**src/rtl/rx_edge_bit_sampler_if.sv**
```systemverilog
// Bundle between the UART receive FSM side and the edge/bit sampler.
// The master drives the line and the controls, and the slave returns the counters and the sample.
interface rx_edge_bit_sampler_if #(
   parameter int EDGE_W = 6,
   parameter int BIT_W  = 4
);
   logic              RX_IN;
   logic              enable;
   logic              dat_samp_en;
   logic [EDGE_W-1:0] prescale;
   logic [EDGE_W-1:0] edge_cnt;
   logic [BIT_W-1:0]  bit_cnt;
   logic              sampled_bit;
   logic              sample_valid;

   modport master (
      output RX_IN, enable, dat_samp_en, prescale,
      input  edge_cnt, bit_cnt, sampled_bit, sample_valid
   );

   modport slave (
      input  RX_IN, enable, dat_samp_en, prescale,
      output edge_cnt, bit_cnt, sampled_bit, sample_valid
   );
endinterface

```
**src/rtl/rx_edge_bit_sampler.sv**
```systemverilog
// UART receiver timing stage: counts oversampling edges and frame bits,
// and produces a 3-point majority-voted sample of RX_IN for each bit period.
module rx_edge_bit_sampler #(
   parameter int EDGE_W = 6,
   parameter int BIT_W  = 4
) (
   input logic                  clk,
   input logic                  rst_n,
   rx_edge_bit_sampler_if.slave bus
);
   logic [EDGE_W-1:0] p_eff;
   logic [EDGE_W-1:0] half;
   logic              last_edge;
   logic              cap0, cap1, cap2;
   logic              s2_next;

   logic [EDGE_W-1:0] edge_q;
   logic [BIT_W-1:0]  bit_q;
   logic              s0, s1, s2;
   logic              samp_q;
   logic              valid_q;

   always_comb begin
      p_eff     = (bus.prescale < EDGE_W'(8)) ? EDGE_W'(8) : bus.prescale;
      half      = p_eff >> 1;
      last_edge = (edge_q == p_eff - EDGE_W'(1));
      cap0      = bus.dat_samp_en && (edge_q == half - EDGE_W'(3));
      cap1      = bus.dat_samp_en && (edge_q == half - EDGE_W'(2));
      cap2      = bus.dat_samp_en && (edge_q == half - EDGE_W'(1));
      // The third sample lands on the same edge as the vote, so vote on its incoming value.
      s2_next   = cap2 ? bus.RX_IN : s2;
   end

   always_ff @(posedge clk or negedge rst_n) begin
      if (!rst_n) begin
         edge_q <= '0;
         bit_q  <= '0;
      end else if (!bus.enable) begin
         edge_q <= '0;
         bit_q  <= '0;
      end else if (last_edge) begin
         edge_q <= '0;
         if (bit_q != '1)
            bit_q <= bit_q + BIT_W'(1);
      end else begin
         edge_q <= edge_q + EDGE_W'(1);
      end
   end

   always_ff @(posedge clk or negedge rst_n) begin
      if (!rst_n) begin
         s0      <= 1'b1;
         s1      <= 1'b1;
         s2      <= 1'b1;
         samp_q  <= 1'b1;
         valid_q <= 1'b0;
      end else begin
         if (cap0) s0 <= bus.RX_IN;
         if (cap1) s1 <= bus.RX_IN;
         s2      <= s2_next;
         valid_q <= cap2;
         if (cap2)
            samp_q <= (s0 & s1) | (s0 & s2_next) | (s1 & s2_next);
      end
   end

   assign bus.edge_cnt     = edge_q;
   assign bus.bit_cnt      = bit_q;
   assign bus.sampled_bit  = samp_q;
   assign bus.sample_valid = valid_q;
endmodule

```
**src/flat_wrapper.sv**
```systemverilog
// flat-port wrapper written by rule: the top's interface ports become plain ports
module rx_edge_bit_sampler_flat 
#(
   parameter int EDGE_W = 6,
   parameter int BIT_W  = 4
)
  (clk, rst_n, bus_RX_IN, bus_enable, bus_dat_samp_en, bus_prescale, bus_edge_cnt, bus_bit_cnt, bus_sampled_bit, bus_sample_valid);
  rx_edge_bit_sampler_if #(.EDGE_W(EDGE_W), .BIT_W(BIT_W)) bus_i ();
  input logic clk;
  input logic rst_n;
  input wire logic [$bits(bus_i.RX_IN)-1:0] bus_RX_IN;
  input wire logic [$bits(bus_i.enable)-1:0] bus_enable;
  input wire logic [$bits(bus_i.dat_samp_en)-1:0] bus_dat_samp_en;
  input wire logic [$bits(bus_i.prescale)-1:0] bus_prescale;
  output wire logic [$bits(bus_i.edge_cnt)-1:0] bus_edge_cnt;
  output wire logic [$bits(bus_i.bit_cnt)-1:0] bus_bit_cnt;
  output wire logic [$bits(bus_i.sampled_bit)-1:0] bus_sampled_bit;
  output wire logic [$bits(bus_i.sample_valid)-1:0] bus_sample_valid;
  assign bus_i.RX_IN = bus_RX_IN;
  assign bus_i.enable = bus_enable;
  assign bus_i.dat_samp_en = bus_dat_samp_en;
  assign bus_i.prescale = bus_prescale;
  assign bus_edge_cnt = bus_i.edge_cnt;
  assign bus_bit_cnt = bus_i.bit_cnt;
  assign bus_sampled_bit = bus_i.sampled_bit;
  assign bus_sample_valid = bus_i.sample_valid;
  rx_edge_bit_sampler #(.EDGE_W(EDGE_W), .BIT_W(BIT_W)) u_core (.clk(clk), .rst_n(rst_n), .bus(bus_i));
endmodule
```
**config.mk**
```make
export PLATFORM = sky130hd
export DESIGN_NAME = rx_edge_bit_sampler_flat
export DESIGN_NICKNAME = d
export VERILOG_FILES = /design/src/rtl/rx_edge_bit_sampler_if.sv /design/src/rtl/rx_edge_bit_sampler.sv /design/src/flat_wrapper.sv
export SDC_FILE = /design/constraint.sdc
export NUM_CORES = 1
export LEC_CHECK = 0
export BUFFER_PORTS_ARGS = -buffer_cell sky130_fd_sc_hd__buf_2
export CAP_MARGIN = 10
export CORE_MARGIN = 8
export CORE_UTILIZATION = 50
export CTS_BUF_LIST = sky130_fd_sc_hd__clkbuf_2
export DETAILED_ROUTE_END_ITERATION = 16
export GPL_ROUTABILITY_DRIVEN = 0
export PLACE_DENSITY_LB_ADDON = 0.2
export SYNTH_ARGS = -nofsm -noshare
export SYNTH_HDL_FRONTEND = slang
export SYNTH_SLANG_ARGS = --single-unit
```
**constraint.sdc**
```tcl
create_clock -name clk -period 1.95 [get_ports clk]
set_input_delay 0.2925 -clock clk [delete_from_list [all_inputs] [get_ports clk]]
set_output_delay 0.2925 -clock clk [all_outputs]
set_load 0.01 [all_outputs]
```
# Word-level counts from Yosys, hierarchy flattened
# Cells that the tools add are included.
[classes]
add_sub_neg = 6
n_mul = 0
div_mod_pow = 0
n_lt_le_gt_ge = 1
eq_ne = 7
n_shift = 0
muxes = 7
bitwise = 5
n_reduce_logical = 4
[ops]
columns = ["operator", "count"]
rows = [
  ["$eq A6 B6 Y1", 4],
  ["$mux W6", 3],
  ["$mux W4", 3],
  ["$sub A5 B2 Y6 const B", 2],
  ["$add A6 B1 Y6 const B", 1],
  ["$lt A6 B4 Y1 const B", 1],
  ["$sub A5 B1 Y6 const B", 1],
  ["$sub A6 B1 Y6 const B", 1],
  ["$add A4 B1 Y4 const B", 1],
  ["$ne A2 B1 Y1 const B", 2],
  ["$ne A4 B4 Y1 const B", 1],
  ["$and A1 B1 Y1", 3],
  ["$logic_and A1 B1 Y1", 3],
  ["$or A1 B1 Y1", 2],
  ["$reduce_and A2 Y1", 1],
  ["$mux W1", 1],
]
[totals]
regBits = 15
latchBits = 0
ram_bits = 0
rom_bits = 0
in_bits = 11
out_inout_bits = 12
memories = 0

# Logic depth before layout (Yosys ltp)
# Gate-level depths: netlist of run 1.
[logic_depth]
word_depth = 9
mapped_depth = 11
depth_no_buf = 9

# Worst setup path before layout of run 1
# OpenSTA, ideal clock, no wires.
[synth_timing]
path_type = "in2reg"
from = "input bus_prescale[5]"
to = "register u_core.bit_q[2], in the netlist u_core.bus.bit_cnt[2]"
setup_ns = 0.120
arrival_time_ns = 2.521
required_time_ns = 1.830
slack_ns = -0.691
path_stages = 10
n_path_buf = 2
cell_sequence = "buf_2 > or3_4 > nand2_1 > ha_1 > clkbuf_1 > a21oi_1 > and3b_1 > nand4_2 > or4b_1 > o211a_1"
[synth_between]
elab_chain_len = 6
[synth_lines]
columns = ["item", "line", "rtl"]
rows = [
  ["start, declared", "flat_wrapper.sv:14", "input wire logic [$bits(bus_i.prescale)-1:0] bus_prescale;"],
  ["$lt A6 B4 Y1", "rx_edge_bit_sampler.sv:24", "p_eff = (bus.prescale < EDGE_W'(8)) ? EDGE_W'(8) : bus.prescale;"],
  ["$mux W6 (*)", "rx_edge_bit_sampler.sv:24", ""],
  ["$sub A6 B1 Y6 (*)", "rx_edge_bit_sampler.sv:26", "last_edge = (edge_q == p_eff - EDGE_W'(1));"],
  ["$eq A6 B6 Y1 (*)", "rx_edge_bit_sampler.sv:26", ""],
  ["$ne A2 B1 Y1 (no source line) (*)", "n/a", ""],
  ["$reduce_and A2 Y1 (no source line) (*)", "n/a", ""],
  ["end signal, assigned", "rx_edge_bit_sampler.sv:44", "bit_q <= bit_q + BIT_W'(1);"],
  ["end, declared", "rx_edge_bit_sampler.sv:18", "logic [BIT_W-1:0] bit_q;"],
]
# Mark *: on every way between the ends. The rest lies on a longest branch, timed or not.
# A chain may end at the register's enable or synchronous reset.

# Worst setup path after layout of run 1
[layout_timing]
from = "input bus_prescale[3]"
to = "register u_core.bit_q[2], in the netlist u_core.bus.bit_cnt[2]"
# Same word-level chain as after synthesis.

==> impl_results.md, run 1 <==
* Synthesized instance count at 144
* Initial antenna violation count at 0
* Part of the power in combinational logic at 41.7%
* Starting density of the core at 51.5%
* Top cell type's share of synthesized area at 22.0%
* DRT Wirelength at 3670 um
* Antenna Cells at 0
* Hold Crit Class: in -> reg
* CP cell instances: buf_6 > or3_4 > nand2_4 > ha_4 > mux2i_1 > mux2i_2 > xnor2_2 > nand2_1 > or4b_1 > o211a_1
* Final setup fails at 12
* WS Path Type: in -> reg
* Total core area at 2430 um^2
* Tightest Pin Transition at 0.435 ns
* # IOs at 23
* Worst path slowest cell: or4b_1
* Failing checks: setup timing
* Layout cell share with drive strength beyond 1 at 47.3%
* # H-tree levels at 1
* Critical Path AT at 2.43 ns
* Die Width at 66.1 um
* NumNets Final at 208
* NetSw at 299 uW
* CTS tree: done
* Worst-skew pair later-pin latency at 0.29 ns
* Dpl hpwl at 2530 um
* Static leakage at 0.840 nW
* Synth Area in XOR/XNOR at 16.8%
* Largest net degree at the start of global routing at 15
* CTS Buf Count at 3
* Synth Area in Compound Gates at 14.5%
* Yosys reg bits at 14
* Clock sinks at 14
* Initial detailed-routing violation count at 44
* Final ANT Viol Nets at 0
* Post-Syn Area per Cell at 8.71 um^2
* RSZ-0062 raised after global routing: true
* Startpoint Class: input port
* Vias in the first global route at 1,181
* Synth Area in Adders at 8.78%
* VDD IR-drop max at just over 600 uV
* Area leader, netlist: dfrtp_1
* Syn nets at 163
* Final Max Tran Viols at 0
* First-pass GRT wire length at between 5000 and 6000 um
* Sw Ratio at 33.6%
* WP buf/inv at 1
* Fin. Hold Viols at 0
* Minimum clock period at between 2 and 2.5 ns
* Synth Area in Simple Gates at between 20% and 30%
* Vias at ~1,200
* Top_reg_cell synth: dfrtp_1
* WHS at 0.296 ns
* Fmax at 440 MHz
* Final Worst Setup Slack at -0.325 ns
* EDFF count, synth at 0
* GRT Total Usage at 15.3%
* Die Height at roughly 66 um
* Syn Std Cell Area at 1250 um^2
* Synth-to-layout area growth at 44.1%
* Slew headroom at 71.0%
* Clk buf depth at 2
* Clk slew on worst S/H paths at 0.11 ns
* Largest family of logic cells by synthesized area: simple AND/OR/NAND/NOR gates
* Worst Clk Skew at 0.0291 ns
* Largest fanout on the critical path at 5
* Register area share after synthesis at 28.2%
* Internal at 591 uW
* Critical path's largest stage delay at 0.53 ns
* Synth top cells by count: 12 x xnor2_1, 12 x xor2_1, 11 x dfrtp_1
* Wire per inst at 16.9 um
* Max Cap Violations at 0
* Warnings, synthesis at 0
* Detailed-route DRC error count at 0
* Row count at 18
* Post-DP Area at 1550 um^2
* IO buf count at 22
* Die area at 4370 um^2
* DR pass1 iterations at 4
* Pwr/cell area at 493 nW/um^2
* Post-Layout Inst Area at 1810 um^2
* CTS root buf: clkbuf_2
* Multiplexer share of the synthesized area at 5.09%
* Outcome: finished with violations
* Power share of the clock group at 16.6%
* Post-synthesis cell type count at 44
* Worst Path Required at 2.11 ns
* Top Family by Delay on Critical Path: simple AND/OR/NAND/NOR gates
* Vias per std cell at 5.59
* Async S/R FF share, synth at 100%
* Fin crit share at 117%
* Crit end category: flop
* Part of the power in registers at 41.7%
* Grt total ovfl at 0
* Top cells by area, synth: dfrtp_1 22%, xnor2_1 8.4%, xor2_1 8.4%
## sequential cells by signal, summed over array words and instances (netlist names)
register,count
u_core.bus.sample_valid,1
u_core.bus.edge_cnt,6
u_core.bus.bit_cnt,4
u_core.bus.sampled_bit,1
u_core.s1,1
u_core.s0,1
## cell type report
type	count	area [um^2]
Sequential cell	14	354
Inverter	9	36.3
Fill cell	180	626
Timing Repair Buffer	50	355
Multi-Input combinational cell	111	1000
Tap cell	30	37.5
Clock buffer	4	20.0
## cell families after synthesis
kind of cell / after synthesis
simple gates: 46
compound gates: 26
xor+xnor: 24
buf+inv: 19
flops: 14
fa+ha+maj: 9
mux: 6
## power groups by stage
stage	clock network (mW)	registers, mW	logic (mW)
after global routing	0.165	0.378	0.402
after global placement	0	0.374	0.286
after detailed placement	0	0.378	0.299
after CTS	0.148	0.372	0.315
final	0.148	0.372	0.371
after floorplan	0	0.371	0.199
## timing repair
item                       in CTS  in global routing
pin swaps                       5                 11
hold endpoints to repair       11                  0
setup endpoints to repair      13                 14
buffers inserted                1                  4
gates resized for setup        11                 23
cloned                          0                  0
hold buffers                    1                  0
## per-layer routing
metal / share of wire (%) / GRT usage (%)
met1: 43 / 18.3
met5: 0 / 0
met3: 4.0 / 3.73
met2: 51 / 26.6
met4: 1.9 / 4.27
## metrics by stage
stage / setup TNS (ns) / total power [mW] / std cells / worst slack (ns) / util, %
final: -1.77 / 0.891 / 218 / -0.325 / 74.3
after floorplan: -3.97 / 0.570 / 144 / -0.496 / -
after detailed placement: -5.88 / 0.676 / 208 / -0.549 / 63.8
after global routing: -2.27 / 0.945 / 218 / -0.344 / 74.3
after global placement: -5.23 / 0.660 / 208 / -0.485 / 63.8
after CTS: -1.14 / 0.835 / 214 / -0.188 / 67.2
## final timing paths
path,slack (ns),end,start,cells past startpoint
min in group asynchronous,0.39,u_core.bus.bit_cnt[1],rst_n,2
min reg2reg,0.61,u_core.bus.bit_cnt[3],u_core.bus.bit_cnt[3],2
max in group asynchronous,1.24,u_core.bus.sampled_bit,rst_n,2
max reg2reg,0.07,u_core.bus.bit_cnt[2],u_core.bus.edge_cnt[1],5
min,0.30,u_core.s1,bus_RX_IN,2
max,-0.33,u_core.bus.bit_cnt[2],bus_prescale[3],10
## placed cells by master, fill, tap and decap left out, types with 3 or more instances in the layout
cell / netlist / layout
buf_6: 1 / 4
inv_1: 9 / 6
ha_4: 0 / 5
dfstp_2: 3 / 3
o21ai_0: 6 / 6
o31ai_1: 3 / 3
buf_4: 0 / 24
xor2_1: 12 / 12
a21oi_2: 0 / 4
a21oi_1: 7 / 3
clkbuf_2: 0 / 4
ha_1: 8 / 3
nand2_1: 9 / 6
nand3_1: 9 / 7
dfrtp_1: 11 / 11
xnor2_1: 12 / 11
buf_2: 2 / 20
nor2_1: 9 / 9
Power figures use the tool's default switching activity.
==> inputs of run 2 (changes only) <==
--- a/config.mk
+++ b/config.mk
@@ -12,7 +12,7 @@
 export CTS_BUF_LIST = sky130_fd_sc_hd__clkbuf_2
 export DETAILED_ROUTE_END_ITERATION = 16
 export GPL_ROUTABILITY_DRIVEN = 0
-export PLACE_DENSITY_LB_ADDON = 0.2
+export PLACE_DENSITY = 0.87
 export SYNTH_ARGS = -nofsm -noshare
 export SYNTH_HDL_FRONTEND = slang
 export SYNTH_SLANG_ARGS = --single-unit
==> run 2 against run 1 <==
The flow still finishes with violations (setup timing). Total power up 4.7%. Combinational power rose by 12%. Routed wire length is 21% higher. Sequential cell count unchanged. Non-clock buffer count up 5. Count of clock-buffer cells in the layout is 1 lower. Die area stayed put. Critical path depth grew 1.
==> impl_results.md, run 2 (synthesized netlist as in run 1, its figures left out) <==
* Outcome: finished with violations
* Failing checks: setup timing
* Fmax at 444 MHz (+1.1%)
* Pwr/cell area at 494 nW/um^2 (+0.23%)
* Initial antenna violation count at 0 (unchanged)
* Slew headroom at 69.3% (-1.8 points)
* Wire per inst at 20.0 um (+18%)
* Worst R2R Setup Slack at 0.09 ns (+0.02 ns)
* NumNets Final at 213 (+2.4%)
* R2R depth at 6 (+1)
* First-pass GRT wire length at 5930 um (+11%)
* Max Cap Violations at 0 (unchanged)
* Vias per std cell at 6.05 (+8.3%)
* Startpoint Class: input port
* CTS tree: done
* # IOs at 23 (unchanged)
* Detailed-route DRC error count at 0 (unchanged)
* Fin crit share at 115% (-1.3 points)
* IO buf count at 22 (unchanged)
* Crit end category: flop
* Largest fanout on the critical path at 5 (unchanged)
* Most frequent cells in the layout: 23 x buf_4, 20 x buf_2, 12 x xor2_1, 12 x xnor2_1
* Total power at 933 uW (+4.7%)
* Grt total ovfl at 0 (unchanged)
* Fin. Hold Viols at 0 (unchanged)
* Dpl hpwl at 2630 um (+3.9%)
* Starting density of the core at 51.5% (unchanged)
* Worst Path Required at 2.17 ns (+0.06 ns)
* Tightest Pin Transition at 0.461 ns (+0.0266 ns)
* GRT Total Usage at 17.4% (+2.0 points)
* Vias in the first global route at 1,308 (+11%)
* WS Path Type: in -> reg
* RSZ-0062 raised after global routing: true
* CTS Buf Count at 3 (unchanged)
* Total core area at 2430 um^2 (unchanged)
* Antenna Cells at 0 (unchanged)
* Final ANT Viol Nets at 0 (unchanged)
* Worst Clk Skew at 0.0248 ns (-0.00426 ns)
* Final setup fails at 14 (+2)
* Row count at 18 (unchanged)
* Largest net degree at the start of global routing at 15 (unchanged)
* Max reg flops at 6 (unchanged)
* Die Height at 66.1 um (unchanged)
* Final Worst Setup Slack at -0.300 ns (+0.0247 ns)
* WHS at 0.267 ns (-0.0297 ns)
* # H-tree levels at 1 (unchanged)
* VDD IR-drop max at 617 uV (+1.2%)
* Clk slew on worst S/H paths at 0.14 ns (+0.03 ns)
* Hold Crit Class: in -> reg
* Synth-to-layout area growth at 50.5%
* Commonest non-fill, non-tap cell in the layout: buf_4
* DRT Wirelength at 4450 um (+21%)
* Clock sinks at 14 (unchanged)
* Die area at 4370 um^2 (unchanged)
* Die Width at 66.1 um (unchanged)
* Layout cell share with drive strength beyond 1 at 51.3% (+4.0 points)
* Initial detailed-routing violation count at 141 (+220%)
* DR pass1 iterations at 4 (unchanged)
* Vias at 1,349 (+11%)
* Hold Path Stages at 2 (unchanged)
* Minimum clock period at 2.25 ns (-0.0247 ns)
* Static leakage at 0.862 nW (+2.6%)
* Final Max Tran Viols at 0 (unchanged)
* Clk buf depth at 2 (unchanged)
* CTS root buf: clkbuf_2
* Worst-skew pair later-pin latency at 0.30 ns (about the same)
* Critical Path AT at 2.47 ns (+0.04 ns)
## run 2: area by class of cell
class	instances	area [um^2]
clock buffer	3	15.0
clock inverter	1	3.75
fill	135	546
inverter	9	38.8
multi-input combinational	111	1030
sequential	14	354
tap	30	37.5
timing repair buffer	55	407
## run 2: through the flow
step	instances	area [um^2]	setup WS [ns]	TNS, ns	utilization [%]
after global routing	223	1890	-0.364	-3.66	77.6
final	223	1890	-0.300	-3.01	77.6
after detailed placement	210	1570	-0.602	-6.47	64.5
after CTS	221	1710	-0.211	-2.14	70.4
after floorplan	144	1300	-0.496	-3.97	-
after global placement	210	1570	-0.480	-5.27	64.5
## run 2: path summary, 6_finish.rpt
path | from | to
setup / recovery | bus_prescale[5] | u_core.bus.bit_cnt[1]
hold / removal | bus_enable | u_core.bus.bit_cnt[2]
setup reg to reg | u_core.bus.edge_cnt[2] | u_core.s0
hold reg to reg | u_core.bus.bit_cnt[3] | u_core.bus.bit_cnt[3]
max in group asynchronous | rst_n | u_core.bus.sampled_bit
min in group asynchronous | rst_n | u_core.bus.edge_cnt[4]
## run 2: worst max-delay path: stages
cell	delay, ns
buf_6	0.09
or3_4	0.43
nand2_4	0.11
ha_4	0.17
inv_4	0.04
o41ai_4	0.24
xor2_1	0.24
nand4_2	0.19
buf_6	0.17
or3_4	0.36
a21oi_2	0.11
## run 2: timing repair
| action | 4_1_cts | 5_1_grt |
|---|---|---|
| hold endpoints to repair | 11 | 0 |
| resized for setup | 17 | 40 |
| setup buffers | 7 | 3 |
| hold buffers | 1 | 0 |
| endpoints found under the setup margin | 13 | 14 |
| pin swaps | 15 | 17 |
## run 2: where the power goes
group | leakage [nW] | internal (mW) | switching, mW
sequential | 0.182 | 0.344 | 0.0348
combinational | 0.665 | 0.206 | 0.209
clock | 0.0140 | 0.0445 | 0.0943
## run 2: per-layer routing
layer / share of wire (%) / GRT usage (%) / up-vias
li1: - / - / 597
met1: 40 / 18.9 / 672
met2: 50 / 31.2 / 61
met3: 7.1 / 4.92 / 19
met4: 3.3 / 6.13 / 0
met5: 0 / 0 / -
